===== config.mk =====
export PLATFORM = sky130hd
export DESIGN_NAME = muldiv_seq
export DESIGN_NICKNAME = d
export VERILOG_FILES = /design/src/rtl/muldiv_seq.sv
export SDC_FILE = /design/constraint.sdc
export NUM_CORES = 1
export LEC_CHECK = 0
export BUFFER_PORTS_ARGS = -buffer_cell sky130_fd_sc_hd__buf_4
export CAP_MARGIN = 20
export CORE_ASPECT_RATIO = 1.25
export CORE_UTILIZATION = 35
export DETAILED_ROUTE_END_ITERATION = 12
export GPL_ROUTABILITY_DRIVEN = 0
export HOLD_SLACK_MARGIN = 0.12
export RECOVER_POWER = 25
export SETUP_SLACK_MARGIN = 0.15
export SYNTH_ARGS = -nofsm -noshare
export SYNTH_HDL_FRONTEND = slang
export SYNTH_SLANG_ARGS = --single-unit

===== constraint.sdc =====
create_clock -name clk -period 10.74 [get_ports clk]
set_clock_uncertainty 0.1 [all_clocks]
set_input_delay 0.537 -clock clk [delete_from_list [all_inputs] [get_ports clk]]
set_output_delay 0.537 -clock clk [all_outputs]
set_load 0.01 [all_outputs]

===== src/rtl/muldiv_seq.sv =====
// muldiv_seq: sequential 32-bit multiply/divide unit (MULTU/MULT/DIVU/DIV), 33-edge latency.
// Ports: clk, rst (sync active-high), start, op[1:0] (00 MULTU, 01 MULT, 10 DIVU, 11 DIV),
//        rs_val/rt_val (operands), busy, stall, done, div_by_zero, hi/lo (result).
module muldiv_seq (
    input  logic        clk,
    input  logic        rst,
    input  logic        start,
    input  logic [1:0]  op,
    input  logic [31:0] rs_val,
    input  logic [31:0] rt_val,
    output logic        busy,
    output logic        stall,
    output logic        done,
    output logic        div_by_zero,
    output logic [31:0] hi,
    output logic [31:0] lo
);
    typedef enum logic [1:0] {IDLE, RUN, FIX, DONE} state_t;
    state_t      state, state_n;
    logic [4:0]  cnt;
    logic [1:0]  op_r;
    logic [31:0] b_r;
    logic        sgn_r, rsg_r;
    logic [63:0] acc;
    logic        a_neg, b_neg, dz;
    logic [31:0] a_mag, b_mag, quo, rem;
    logic [32:0] mul_sum, rem_sh, rem_diff;
    logic [63:0] step, prod;
    // acc holds {partial product, multiplier} for multiply and {remainder, dividend/quotient} for divide
    always_comb begin
        a_neg    = op[0] & rs_val[31];
        b_neg    = op[0] & rt_val[31];
        a_mag    = a_neg ? -rs_val : rs_val;
        b_mag    = b_neg ? -rt_val : rt_val;
        mul_sum  = {1'b0, acc[63:32]} + (acc[0] ? {1'b0, b_r} : 33'd0);
        rem_sh   = {acc[63:32], acc[31]};
        rem_diff = rem_sh - {1'b0, b_r};
        step     = op_r[1] ? (rem_diff[32] ? {rem_sh[31:0], acc[30:0], 1'b0}
                                           : {rem_diff[31:0], acc[30:0], 1'b1})
                           : {mul_sum, acc[31:1]};
        prod     = sgn_r ? -acc : acc;
        quo      = sgn_r ? -acc[31:0] : acc[31:0];
        rem      = rsg_r ? -acc[63:32] : acc[63:32];
        dz       = op_r[1] & (b_r == 32'd0);
    end
    always_ff @(posedge clk) begin
        if (rst) state <= IDLE;
        else     state <= state_n;
    end
    always_comb begin
        state_n = (state == IDLE) ? (start ? RUN : IDLE) :
                  (state == RUN)  ? ((cnt == 5'd0) ? FIX : RUN) :
                  (state == FIX)  ? DONE : IDLE;
        busy    = state != IDLE;
        done    = state == DONE;
        stall   = ~rst & (((state == IDLE) & start) | (state == RUN) | (state == FIX));
    end
    // divide by zero yields quotient all-ones and remainder |rs| with the dividend's sign,
    // which is rs itself; only lo needs forcing so the sign fix-up cannot disturb it
    always_ff @(posedge clk) begin
        if (rst) begin
            cnt         <= 5'd0;
            op_r        <= 2'd0;
            b_r         <= 32'd0;
            sgn_r       <= 1'b0;
            rsg_r       <= 1'b0;
            acc         <= 64'd0;
            hi          <= 32'd0;
            lo          <= 32'd0;
            div_by_zero <= 1'b0;
        end else begin
            div_by_zero <= 1'b0;
            if (state == IDLE && start) begin
                op_r  <= op;
                b_r   <= b_mag;
                sgn_r <= a_neg ^ b_neg;
                rsg_r <= a_neg;
                acc   <= {32'd0, a_mag};
                cnt   <= 5'd31;
            end
            if (state == RUN) begin
                acc <= step;
                cnt <= (cnt == 5'd0) ? 5'd0 : cnt - 5'd1;
            end
            if (state == FIX) begin
                hi          <= op_r[1] ? rem : prod[63:32];
                lo          <= op_r[1] ? (dz ? 32'hFFFF_FFFF : quo) : prod[31:0];
                div_by_zero <= dz;
            end
        end
    end
endmodule


Word level (Yosys, flattened, before mapping)
Index checks and enable logic that the tools add are counted.
Widths: inputs -> output; s select.
{"block": "word_totals", "register_bits": 172, "latch_bits": 0, "ramBits": 0, "mem_bits_ro": 0, "in_bits": 69, "out_inout_bits": 68, "wordCells": 59, "mem_count": 0}
{"block": "classes", "add_sub_neg": 8, "multipliers": 0, "div": 0, "order_cmp": 0, "n_eq_ne": 3, "shift": 0, "n_mux": 21, "bitwise": 10, "reduce_logical": 7}
{"op": "$mux 64", "count": 5}
{"op": "$mux 32", "count": 8}
{"op": "$neg 32->32", "count": 4}
{"op": "$neg 64->64", "count": 1}
{"op": "$add 32x32->33", "count": 1}
{"op": "$sub 33x32->33", "count": 1}
{"op": "$logic_not 32->1", "count": 1}
{"op": "$mux 5", "count": 3}
{"op": "$mux 2", "count": 4}
{"op": "$and 1x1->1", "count": 5}
{"op": "$logic_not 5->1", "count": 1}
{"op": "$sub 5x1->5 const B", "count": 1}
{"op": "$eq 2x2->1 const B", "count": 2}
{"op": "$reduce_bool 2->1", "count": 2}
{"op": "$eq 2x1->1 const B", "count": 1}
{"op": "$logic_not 2->1", "count": 1}
{"op": "$not 1->1", "count": 2}
{"op": "$or 1x1->1", "count": 2}
{"op": "$reduce_or 2->1", "count": 1}
{"op": "$logic_and 1x1->1", "count": 1}
{"op": "$mux 1", "count": 1}
{"op": "$xor 1x1->1", "count": 1}

Depth between registers and ports, before layout
{"block": "depth", "ltp_word": 5, "ltp_mapped": 15, "ltp_nobuf": 14}

Worst setup path after synthesis
No wires, ideal clock.
{"block": "synth_path", "kind": "register to register", "startpoint": "register acc[0]", "endpoint": "register acc[61]", "setup_time_ns": 0.086, "t_arrival_ns": 3.298, "required_ns": 10.554, "slack_ns": 7.257, "path_stages_with_launch": 15, "n_path_buf": 0, "synth_period_minus_slack_ns": 3.483, "cell_sequence": "dfxtp_1 and2_1 ha_1 inv_1 fa_1 nand2b_1 a21o_1 a211o_1 a2111oi_0 o21ai_0 o31a_1 o21a_1 nor3_1 and3b_1 a211oi_1"}
{"block": "synth_between", "elab_chain_cells": 4}
{"element": "from (decl)", "line_no": "24", "source": "logic [63:0] acc;"}
{"element": "from (signal assigned)", "line_no": "78", "source": "acc <= {32'd0, a_mag};"}
{"element": "from (signal assigned)", "line_no": "82", "source": "acc <= step;"}
{"element": "$mux 32", "line_no": "35", "source": "mul_sum = {1'b0, acc[63:32]} + (acc[0] ? {1'b0, b_r} : 33'd0);"}
{"element": "$add 32x32->33", "line_no": "35"}
{"element": "$mux 64", "line_no": "38", "source": "step = op_r[1] ? (rem_diff[32] ? {rem_sh[31:0], acc[30:0], 1'b0}"}
{"element": "$mux 64", "line_no": "81", "source": "if (state == RUN) begin"}
No other way between the ends.
A chain may end at the register's enable or synchronous reset.

Final worst setup path
{"block": "layout_path", "startpoint": "register acc[31]", "endpoint": "register acc[50]"}
{"block": "layout_between", "elab_chain_cells": 4}
{"element": "$sub 33x32->33", "line_no": "37", "source": "rem_diff = rem_sh - {1'b0, b_r};"}
{"element": "$mux 64 (2 in series)", "line_no": "38"}
{"element": "$mux 64", "line_no": "81"}
No other way between the ends.

==> impl_results.md <==
* Run status: finished clean
* Post-route cell area at 15050 um2
* Hold crit path type: input port to flip-flop
* Net count after synthesis at 1909
* Maximum fanout encountered on the critical timing path at 28
* H-tree depth reported by CTS at 4
* Half-perimeter wire length after detailed placement at between 30 and 40 mm
* Width of the die at around 180 um
* Prevailing post-synth register cell: sky130_fd_sc_hd__dfxtp_1
* CTS tree: yes
* Antenna cell count at 0
* Slew at the pin with the worst max-slew slack at between 1 and 1.5 ns
* TritonRoute pass-1 iters at 5
* Synth area leaders: sky130_fd_sc_hd__dfxtp_1 (26%), sky130_fd_sc_hd__ha_1 (6.5%), sky130_fd_sc_hd__xnor2_1 (6.1%)
* Cell taking the most area after synthesis: sky130_fd_sc_hd__dfxtp_1
* Critical path launch point type: flip-flop
* Per-cell routed wire length at around 19 um
* Synthesized instance count at between 1500 and 2000
* Kind of capture point of the worst setup path: flip-flop
* Worst Hold Margin at around 0.28 ns
* Vias in the first global route at 12770
* Static power due to leakage at 5.842 nW
* Clk slew on worst S/H paths at ~0.070 ns
* Setup Fix Bufs, Post-CTS at 0
* Number of synthesis warnings at 0
* DRT iter0 DRCs at between 900 and 1000
* PD cells at around 150 nW/um2
* Total global-route track usage at 22.32%
* Critical Path RT at approximately 11 ns
* Antenna Violating Nets Remaining at 0
* Power Total at 0.002246 W
* Core occupancy in the finished layout at between 40% and 50%
* Hold-critical path depth at 3
* Die area at 39030 um2
* Clock latency at the later pin of the worst-skew pair at roughly 0.44 ns
* Data arrival time of the worst path at between 4 and 5 ns
* RSZ-0062 raised after global routing: no
* CTS root buffer: sky130_fd_sc_hd__clkbuf_16
* Count of unique library cells instantiated by Yosys at 74
* Cell area after placement at approximately 15000 um2
* Die height at 220.6 um
* Layout area overhead at 12.44%
* Pin count of the biggest net entering global routing at 92
* Cell area after synthesis at 13380 um2
* Total clock buffers created by CTS at 17
* Final Hold Vio Count at 0
* Leading cell type by number of instances after synthesis: sky130_fd_sc_hd__nor2_1
* Number of remaining DRC errors at 0
* Relative slew margins at 31.36%
* Flop and latch count out of synthesis at approximately 170
* Total wire length after detailed routing at roughly 44 mm
* Buffers added on ports at between 100 and 150
* Synth top cells by count: sky130_fd_sc_hd__nor2_1 (187), sky130_fd_sc_hd__dfxtp_1 (171), sky130_fd_sc_hd__nand2_1 (149)
* Share of async-settable or async-resettable flops after synthesis at 0%
* # resized after CTS at 0
* Vias after detailed routing at about 13000
* CTS Hold Bufs at 0
* I/O pin total at around 140
* Share of layout cells above drive strength 1 at between 8 and 9%
* Final critical-path share of the clock period at a little over two fifths
* Worst Reg2Reg Path Length in Cells at 13
* Max frequency at between 200 and 250 MHz
* Number of cell rows at approximately 80
* Clock sink total at roughly 170
* Average cell area after synthesis at ~7.6 um2
* Largest buffer count on any clock path at 2
* Critical path start-end classification: flip-flop to flip-flop
* Slew Viols, Final at 0
* Fraction of synthesized cell area taken by the top area cell type at between 20% and 30%
* Post-detailed-route via-to-cell ratio at between 5 and 6
* Maximum capacitance violations at 0
* Worst IR drop on VDD at around 120 uV
* Number of nets in the final layout at between 1500 and 2000
* Accumulated negative setup slack at 0 ns
* Final number of setup-violating endpoints at 0
* Antenna violations before repair at 0
* Proportion of synthesized chip area in sequential cells at between 20% and 30%
* Core Box Area at 37460 um2
* Remaining global-route overflow at 0
* Starting Density at between 30% and 40%
* Post-route minimum period at 4.723 ns
* Count of flip-flops with a built-in enable after synthesis at 0
* Global-route wire length before repair at approximately 69 mm
sequential cells by signal (all words and copies together) (netlist names):
name	cells
acc	64
rsg_r	1
hi	32
lo	32
div_by_zero	1
state	2
sgn_r	1
op_r	1
b_r	32
cnt	5
cells in the final DEF, fill, tap and decap left out, types with 12 or more instances in the layout:
cell type,n
sky130_fd_sc_hd__nor2_1,187
sky130_fd_sc_hd__dfxtp_1,170
sky130_fd_sc_hd__nand2_1,148
sky130_fd_sc_hd__a21oi_1,138
sky130_fd_sc_hd__o21ai_0,124
sky130_fd_sc_hd__a211oi_1,99
sky130_fd_sc_hd__xnor2_1,93
sky130_fd_sc_hd__buf_4,90
sky130_fd_sc_hd__xor2_1,71
sky130_fd_sc_hd__ha_1,69
sky130_fd_sc_hd__inv_1,66
sky130_fd_sc_hd__clkbuf_1,61
sky130_fd_sc_hd__mux2i_1,50
sky130_fd_sc_hd__nor3_1,37
sky130_fd_sc_hd__a21o_1,29
sky130_fd_sc_hd__or3_1,29
sky130_fd_sc_hd__o31ai_1,28
sky130_fd_sc_hd__nor4_1,22
sky130_fd_sc_hd__nand3_1,21
sky130_fd_sc_hd__o22ai_1,19
sky130_fd_sc_hd__nor2b_1,17
sky130_fd_sc_hd__a31oi_1,17
sky130_fd_sc_hd__clkbuf_16,17
sky130_fd_sc_hd__a311oi_1,16
sky130_fd_sc_hd__or4_1,16
sky130_fd_sc_hd__a22oi_1,15
sky130_fd_sc_hd__and2_1,14
sky130_fd_sc_hd__nand2b_1,13
sky130_fd_sc_hd__and3_1,12
sky130_fd_sc_hd__o41ai_1,12
worst max-delay path, cell delays in order, from the launching register on:
cell	delay, ns
sky130_fd_sc_hd__dfxtp_1	0.37
sky130_fd_sc_hd__inv_1	0.10
sky130_fd_sc_hd__ha_1	0.21
sky130_fd_sc_hd__fa_1	0.41
sky130_fd_sc_hd__nor2b_1	0.21
sky130_fd_sc_hd__o31ai_1	0.17
sky130_fd_sc_hd__a2111oi_0	0.90
sky130_fd_sc_hd__o31ai_1	0.17
sky130_fd_sc_hd__a21oi_1	0.39
sky130_fd_sc_hd__mux2i_1	0.30
sky130_fd_sc_hd__nand2_1	0.32
sky130_fd_sc_hd__buf_4	0.39
sky130_fd_sc_hd__a2111oi_0	0.45
sky130_fd_sc_hd__nor4_1	0.08
final cells by class:
type / count / area [um2]
Fill cell: 3933 / 22410
Multi-Input combinational cell: 1415 / 9280
Sequential cell: 171 / 3425
Timing Repair Buffer: 150 / 924.6
Tap cell: 486 / 608.1
Clock buffer: 19 / 432.9
Inverter: 66 / 247.7
Clock inverter: 13 / 131.4
routing by layer:
metal / track usage, % / wire length [um] / vias to the layer above
li1: - / - / 6551
met1: 26.92 / 18430 / 6262
met2: 40.07 / 21580 / 419
met3: 2.663 / 2066 / 75
met4: 8.678 / 1506 / 0
met5: 0 / 0 / -
per-stage QoR:
step,worst slack [ns],cells
after floorplan,7.257,1769
after global placement,6.204,2286
after detailed placement,6.094,2286
after CTS,6.043,2318
after global routing,5.651,2320
final,6.017,2320
power breakdown:
part	switching (W)	internal (W)
Sequential	0.0000904	0.000695
Clock	0.000280	0.000326
Combinational	0.000515	0.000341
final timing paths:
kind,slack (ns),startpoint,to
hold / removal,0.28,op[1],op_r[1]
setup reg to reg,6.02,acc[31],acc[50]
setup / recovery,6.02,acc[31],acc[50]
hold reg to reg,0.35,hi[12],hi[12]
cells by family after synthesis:
family | Yosys count | synth area share [%]
xor gates and xnor gates | 164 | 10.73
and+or+nand+nor | 560 | 20.23
muxes | 52 | 3.908
DFF | 171 | 25.58
adders and majority gates | 71 | 6.750
AOI/OAI and AO/OA | 568 | 27.54
buffers and inverters | 183 | 5.263
(Power assumes the default switching activity.)
